<file path="src/rtl/serial_add_ctrl.sv">
// rtl/serial_add_ctrl.sv - bit-serial adder controller sharing one full adder over WIDTH cycles
//
// Purpose:
//   Adds two WIDTH-bit operands LSB first through a single 1-bit full adder.
//   A start/busy/done handshake lets a requester share the adder.
//   Optional subtract support is compiled in with `define SERIAL_SUB_EN.
//
// Parameters:
//   WIDTH  operand/result width, legal range 2..32 (default 8)
//
// Ports:
//   clk    in   rising-edge clock
//   rst    in   synchronous reset, active-high
//   start  in   request an operation; sampled only in IDLE
//   a, b   in   operands, latched on the accepted start
//   sub    in   1 = a-b (only with SERIAL_SUB_EN), latched on start
//   busy   out  high while the adder is running
//   done   out  one-cycle pulse when sum/cout are valid
//   sum    out  result, stable from done until one cycle after the next start
//   cout   out  carry out of the MSB (subtract: 1 = no borrow)

module fulladder (
    input  logic a,
    input  logic b,
    input  logic cin,
    output logic sum,
    output logic cout
);
    assign sum  = a ^ b ^ cin;
    assign cout = (a & b) | (cin & (a ^ b));
endmodule

module serial_add_ctrl #(
    parameter int WIDTH = 8
) (
    input  logic             clk,
    input  logic             rst,
    input  logic             start,
    input  logic [WIDTH-1:0] a,
    input  logic [WIDTH-1:0] b,
    input  logic             sub,
    output logic             busy,
    output logic             done,
    output logic [WIDTH-1:0] sum,
    output logic             cout
);
    localparam int CW = $clog2(WIDTH) + 1;

    typedef enum logic [1:0] {
        IDLE = 2'd0,
        RUN  = 2'd1,
        DONE = 2'd2
    } state_t;

    state_t           state;
    logic [WIDTH-1:0] op_a;
    logic [WIDTH-1:0] op_b;
    logic             carry;
    logic [CW-1:0]    cnt;
    logic             fa_sum;
    logic             fa_cout;

`ifndef SERIAL_SUB_EN
    // Port kept for a stable interface; add-only build has no use for it.
    logic unused_sub;
    assign unused_sub = sub;
`endif

    fulladder u_fa (
        .a    (op_a[0]),
        .b    (op_b[0]),
        .cin  (carry),
        .sum  (fa_sum),
        .cout (fa_cout)
    );

    // The sum output register doubles as the result shift register:
    // each RUN cycle shifts the new bit in at the MSB, so after WIDTH
    // cycles bit 0 holds the first (LSB) result bit.
    always_ff @(posedge clk) begin
        if (rst) begin
            state <= IDLE;
            busy  <= 1'b0;
            done  <= 1'b0;
            sum   <= '0;
            cout  <= 1'b0;
            carry <= 1'b0;
            cnt   <= '0;
            op_a  <= '0;
            op_b  <= '0;
        end else begin
            case (state)
                IDLE: begin
                    if (start) begin
                        op_a  <= a;
`ifdef SERIAL_SUB_EN
                        // a - b = a + ~b + 1: invert b and preload the carry.
                        op_b  <= sub ? ~b : b;
                        carry <= sub;
`else
                        op_b  <= b;
                        carry <= 1'b0;
`endif
                        cnt   <= '0;
                        busy  <= 1'b1;
                        state <= RUN;
                    end
                end
                RUN: begin
                    carry <= fa_cout;
                    sum   <= {fa_sum, sum[WIDTH-1:1]};
                    op_a  <= op_a >> 1;
                    op_b  <= op_b >> 1;
                    cnt   <= cnt + 1'b1;
                    // Compare before increment, so cnt never needs to wrap.
                    if (cnt == CW'(WIDTH - 1)) begin
                        cout  <= fa_cout;
                        busy  <= 1'b0;
                        done  <= 1'b1;
                        state <= DONE;
                    end
                end
                DONE: begin
                    done  <= 1'b0;
                    state <= IDLE;
                end
                default: begin
                    busy  <= 1'b0;
                    done  <= 1'b0;
                    state <= IDLE;
                end
            endcase
        end
    end
endmodule

</file>
<file path="config.mk">
export PLATFORM = sky130hd
export DESIGN_NAME = serial_add_ctrl
export DESIGN_NICKNAME = d
export VERILOG_FILES = /design/src/rtl/serial_add_ctrl.sv
export SDC_FILE = /design/constraint.sdc
export NUM_CORES = 1
export LEC_CHECK = 0
export CAP_MARGIN = 20
export CORE_UTILIZATION = 45
export CTS_BUF_LIST = sky130_fd_sc_hd__clkbuf_4 sky130_fd_sc_hd__clkbuf_8
export DETAILED_ROUTE_END_ITERATION = 8
export GPL_TIMING_DRIVEN = 0
export PLACE_DENSITY = 0.69
export SLEW_MARGIN = 20
export SYNTH_ARGS = -nofsm -noshare
export SYNTH_HDL_FRONTEND = slang
export SYNTH_SLANG_ARGS = --single-unit
</file>
<file path="constraint.sdc">
create_clock -name clk -period 2.77 [get_ports clk]
set_input_delay 0.554 -clock clk [delete_from_list [all_inputs] [get_ports clk]]
set_output_delay 0.554 -clock clk [all_outputs]
set_load 0.02 [all_outputs]
</file>
Yosys cells after proc, flatten, opt, wreduce, memory -nomap -nowiden
Cells that the tools add are included.
{ "totals": {"register_bits": 34, "input_bits": 20, "output_inout_bits": 11, "word_cells": 45} }
{ "op_classes": {"add_sub_neg": 1, "eq_ne": 5, "mux": 16, "bitwise_logic": 7, "n_reduce_logical": 7} }
{ "op_table": {"columns": ["operator", "n"], "rows": [
  ["case mux 8 bit (2 select lines)", 2],
  ["two-way mux 8 bit", 2],
  ["case mux 4 bit (2 select lines)", 1],
  ["AND reduction 2 bit", 4],
  ["adder 4 x 1 -> 4 bit, second input constant", 1],
  ["== test 4 x 3 -> 1 bit, second input constant", 1],
  ["two-way mux 1 bit", 4],
  ["two-way mux 2 bit", 2],
  ["two-way mux 4 bit", 1],
  ["!= test 2 bit, second input constant", 2],
  ["case mux 1 bit (2 select lines)", 2],
  ["case mux 2 bit (2 select lines)", 1],
  ["case mux 1 bit (3 select lines)", 1],
  ["AND reduction 3 bit", 1],
  ["AND 1 bit", 2],
  ["== test 2 x 1 -> 1 bit, second input constant", 1],
  ["== test 2 bit, second input constant", 1],
  ["logical NOT 2 bit", 1],
  ["NOT 1 bit", 2],
  ["nonzero test 2 bit", 1],
  ["XOR 1 bit", 2],
  ["bitwise OR 1 bit", 1]
]} }

Depth between registers and ports, before layout
{ "depth": {"word_depth": 4, "depth_mapped": 5, "mapped_depth_nobuf": 4} }

Hierarchy
From an unflattened synthesis, not the netlist that was laid out.
{ "unflattened": {"hier_cells": 167, "hier_area_um2": 1462.7} }
{ "modules_own_cells": {"columns": ["module", "n_inst", "cells_each", "area_per_inst_um2"], "rows": [
  ["serial_add_ctrl", 1, 166, 1442.6],
  ["fulladder", 1, 1, 20.0]
]} }

Worst setup path before layout
Ideal clock, no wire load.
{ "synth_path": {"path_kind": "input to register", "from": "input start", "to": "register op_b[6]", "setup_ps": 119, "t_arrival_ps": 1265, "slack_ps": 1386, "cell_stages": 4, "path_buffers": 2, "cell_sequence": "buf_2 buf_2 o22a_1 o221a_2"} }
{ "synth_between": {"elab_chain_len": 2} }
{ "synth_rtl": {"columns": ["element", "line_no", "source"], "rows": [
  ["from (decl)", "38", "input logic start,"],
  ["!= test 2 bit (no source line)", null, null],
  ["AND reduction 2 bit (no source line)", null, null],
  ["to (signal assigned)", "113", "op_b <= op_b >> 1;"],
  ["to (decl)", "57", "logic [WIDTH-1:0] op_b;"]
]} }
No other way between the ends.
A chain may end at the register's enable or synchronous reset.

Final worst setup path
{ "layout_path": {"from": "register sum[5]", "to": "output sum[5]"} }
{ "layout_rtl": {"columns": ["element", "line_no", "source"], "rows": [
  ["from (decl)", "44", "output logic [WIDTH-1:0] sum,"],
  ["from (signal assigned)", "111", "sum <= {fa_sum, sum[WIDTH-1:1]};"]
]} }
No word-level cell between the ends.

==> flow_summary_export.csv <==
group,metric,value,unit
yosys,async_flop_share,0,%
drt,vias_per_cell,5.266,
yosys,ys_seq_area_share,43.14,%
floorplan,ios,31,
drt,drt_iter0_markers,77,
sta,fin_setup_tns,0,ns
floorplan,dieArea,3747,um^2
sta,setup_ws,0.9003,ns
worst_setup_path,cp_top_family,"buffers and inverters",
layout,diodes,0,
worst_setup_path,cp-start-kind,"flip-flop",
worst_setup_path,worstPathCellList,"clkdlybuf4s50_1",
run_status,status,"complete, no violations",
global_route,overflow,0,
yosys,yosys.area.top_type,"dfxtp_1",
yosys,synth_cell_types,29,
power_and_ir_drop,ir_drop,0.2304,mV
sta,max_freq,534.8,MHz
layout,area_delta_synth_final,24.11,%
worst_setup_path,crit_type,"reg2out",
yosys,yosys_warnings,0,
sta,setup-violations-final,0,
worst_setup_path,cp-end-kind,"primary output",
power_and_ir_drop,netSwitchingFraction,26.16,%
place,place_ws,1.249,ns
global_route,grt_pass1_wl,5775,um
floorplan,core-area,3337,um^2
clocking,clockBufferDepth,2,
power_and_ir_drop,total_power,0.0009566,W
clocking,cts_buffers,5,
power_and_ir_drop,pwr-share-comb,15.4,%
place,finalWeightedCongestion,0.8639,
sta,slew_viol_final,0,
drt,ant_nets,0,
power_and_ir_drop,switchingPower,0.0002503,W
floorplan,die_w,61.21,um
yosys,synth_ff_type,"dfxtp_1",
sta,tightest_slew,0.4823,ns
sta,slew_headroom,67.78,%
sta,post-route-min-period,1.870,ns
clocking,clk_latency,0.35,ns
sta,clock_skew,0.01520,ns
yosys,syn-instance-count,187,
clocking,cts_tree,"built",
yosys,yosysTopAreaCellShare,43.14,%
place,placed_cells_incl_taps,260,
worst_setup_path,path_buf_inv,1,
worst_setup_path,cp.required,2.22,ns
floorplan,fp.dieH,61.21,um
drt,drt_wl_total,3614,um
layout,layout.nets,243,
clocking,post_cts_buffers,0,
yosys,ys_ff_latch,34,
sta,period_share,67.50,%
worst_setup_path,worstPathArrival,1.32,ns
worst_setup_path,worstPathMaxFanout,3,
power_and_ir_drop,seq_power_share,56.0,%
clocking,numClockSinks,34,
drt,drc_errors,0,
clocking,cts_root_buffer,"clkbuf_4",
power_and_ir_drop,p_int,0.0007063,W
yosys,synth_area_per_cell,8.437,um^2
clocking,cts_resized,0,
clocking,hold_buffers,0,
power_and_ir_drop,p_clk_share,28.6,%
power_and_ir_drop,leakage,0.7525,nW
yosys,yosys-top-cells-count,"a21oi_1, dfxtp_1, nand2_1, nor2_1",
yosys,synth-edff-count,0,
clocking,clkTransAtPathRegs,0.09,ns
drt,vias,1406,
place,io_buffer_count,27,
floorplan,rows,21,
hold_path,hold_class,"reg2reg",
global_route,grt_max_degree,11,
floorplan,initial_core_util,47.28,%
layout,utilization,58.68,%
power_and_ir_drop,p_per_area,488.5,nW/um^2
sta,hold_viol,0,
yosys,syn-num-nets,209,
sta,rsz0062_at_grt,"no",
global_route,antenna_found_initial,0,
drt,wl_per_cell,13.54,um
layout,final_cells,267,
yosys,synth_area_leaders,"dfxtp_1, a21oi_1, o221a_2",
layout,fillers,317,
yosys,syn_area,1578,um^2
clocking,htree_levels,2,
global_route,grt_pass1_vias,1305,
worst_setup_path,max_stage_delay,0.62,ns
drt,dr.pass1.iters,4,
global_route,grt_use_total,21.36,%
run,cap_viol_max_count,0,
worst_setup_path,cpMaxStageDelayCell,"clkdlybuf4s50_1",
place,dp_hpwl,2651,um
layout,drive_gt1_share,15.84,%
[power by group through the flow]
stage	Combinational (W)	Clock (W)	Sequential, W
after CTS	0.000148	0.000275	0.000535
after detailed placement	0.000148	0	0.000547
final	0.000148	0.000273	0.000536
after floorplan	0.0000930	0	0.000545
after global routing	0.000163	0.000293	0.000540
after global placement	0.000144	0	0.000545
[area by class of cell]
cell class	instances	area [um^2]	area share, %
Timing Repair Buffer	27	270.3	13.80
Clock buffer	7	52.55	2.684
Sequential cell	34	680.7	34.76
Multi-Input combinational cell	124	758.2	38.72
Inverter	14	52.55	2.684
Buffer	15	86.33	4.409
Tap cell	46	57.56	2.939
[cell usage in the layout (no fill, tap or decap), types with 3 or more instances in the layout]
cell              n
buf_2             9
nor2_1           18
clkdlybuf4s50_1  27
a21oi_1          34
nor2b_1           3
o22a_1            7
dfxtp_1          34
nand2b_1          3
clkbuf_4          7
nand3_1           3
o221a_2          14
nand2_1          21
inv_1            14
nand3b_1          4
[sequential cells by signal, summed over array words and instances (netlist names)]
name / count
sum: 8
state: 2
carry: 1
busy: 1
op_a: 8
cout: 1
cnt: 4
done: 1
op_b: 8
[through the flow]
| step | area [um^2] | hold slack, ns |
|---|---|---|
| final | 1958 | 0.4679 |
| after detailed placement | 1906 | 0.4597 |
| after floorplan | 1578 | 0.4547 |
| after global routing | 1958 | 0.4876 |
| after global placement | 1906 | 0.4450 |
| after CTS | 1958 | 0.4724 |
[cell families (layout without fill, tap and decap cells)]
family                     Yosys count  after routing  share of synthesized area, %
adders and majority gates            2              2                         2.062
buffers and inverters               29             63                         8.802
muxes                                1              1                        0.6344
DFF                                 34             34                         43.14
and+or+nand+nor                     56             56                         16.42
AOI/OAI and AO/OA                   65             65                         28.94
[worst paths after layout]
check | slack, ns | end | cells after the start | start
min | 0.47 | sum[0] | 2 | sum[0]
max | 0.90 | sum[5] | 1 | sum[5]
min reg2reg | 0.47 | sum[0] | 2 | sum[0]
max reg2reg | 1.53 | op_a[4] | 5 | state[1]
[per-layer routing]
| layer | wire length [um] | global-route usage [%] |
|---|---|---|
| met1 | 1751 | 26.91 |
| met2 | 1684 | 35.09 |
| met3 | 124 | 5.672 |
| met4 | 55 | 7.792 |
| met5 | 0 | 0 |
Power figures use the tool's default switching activity.
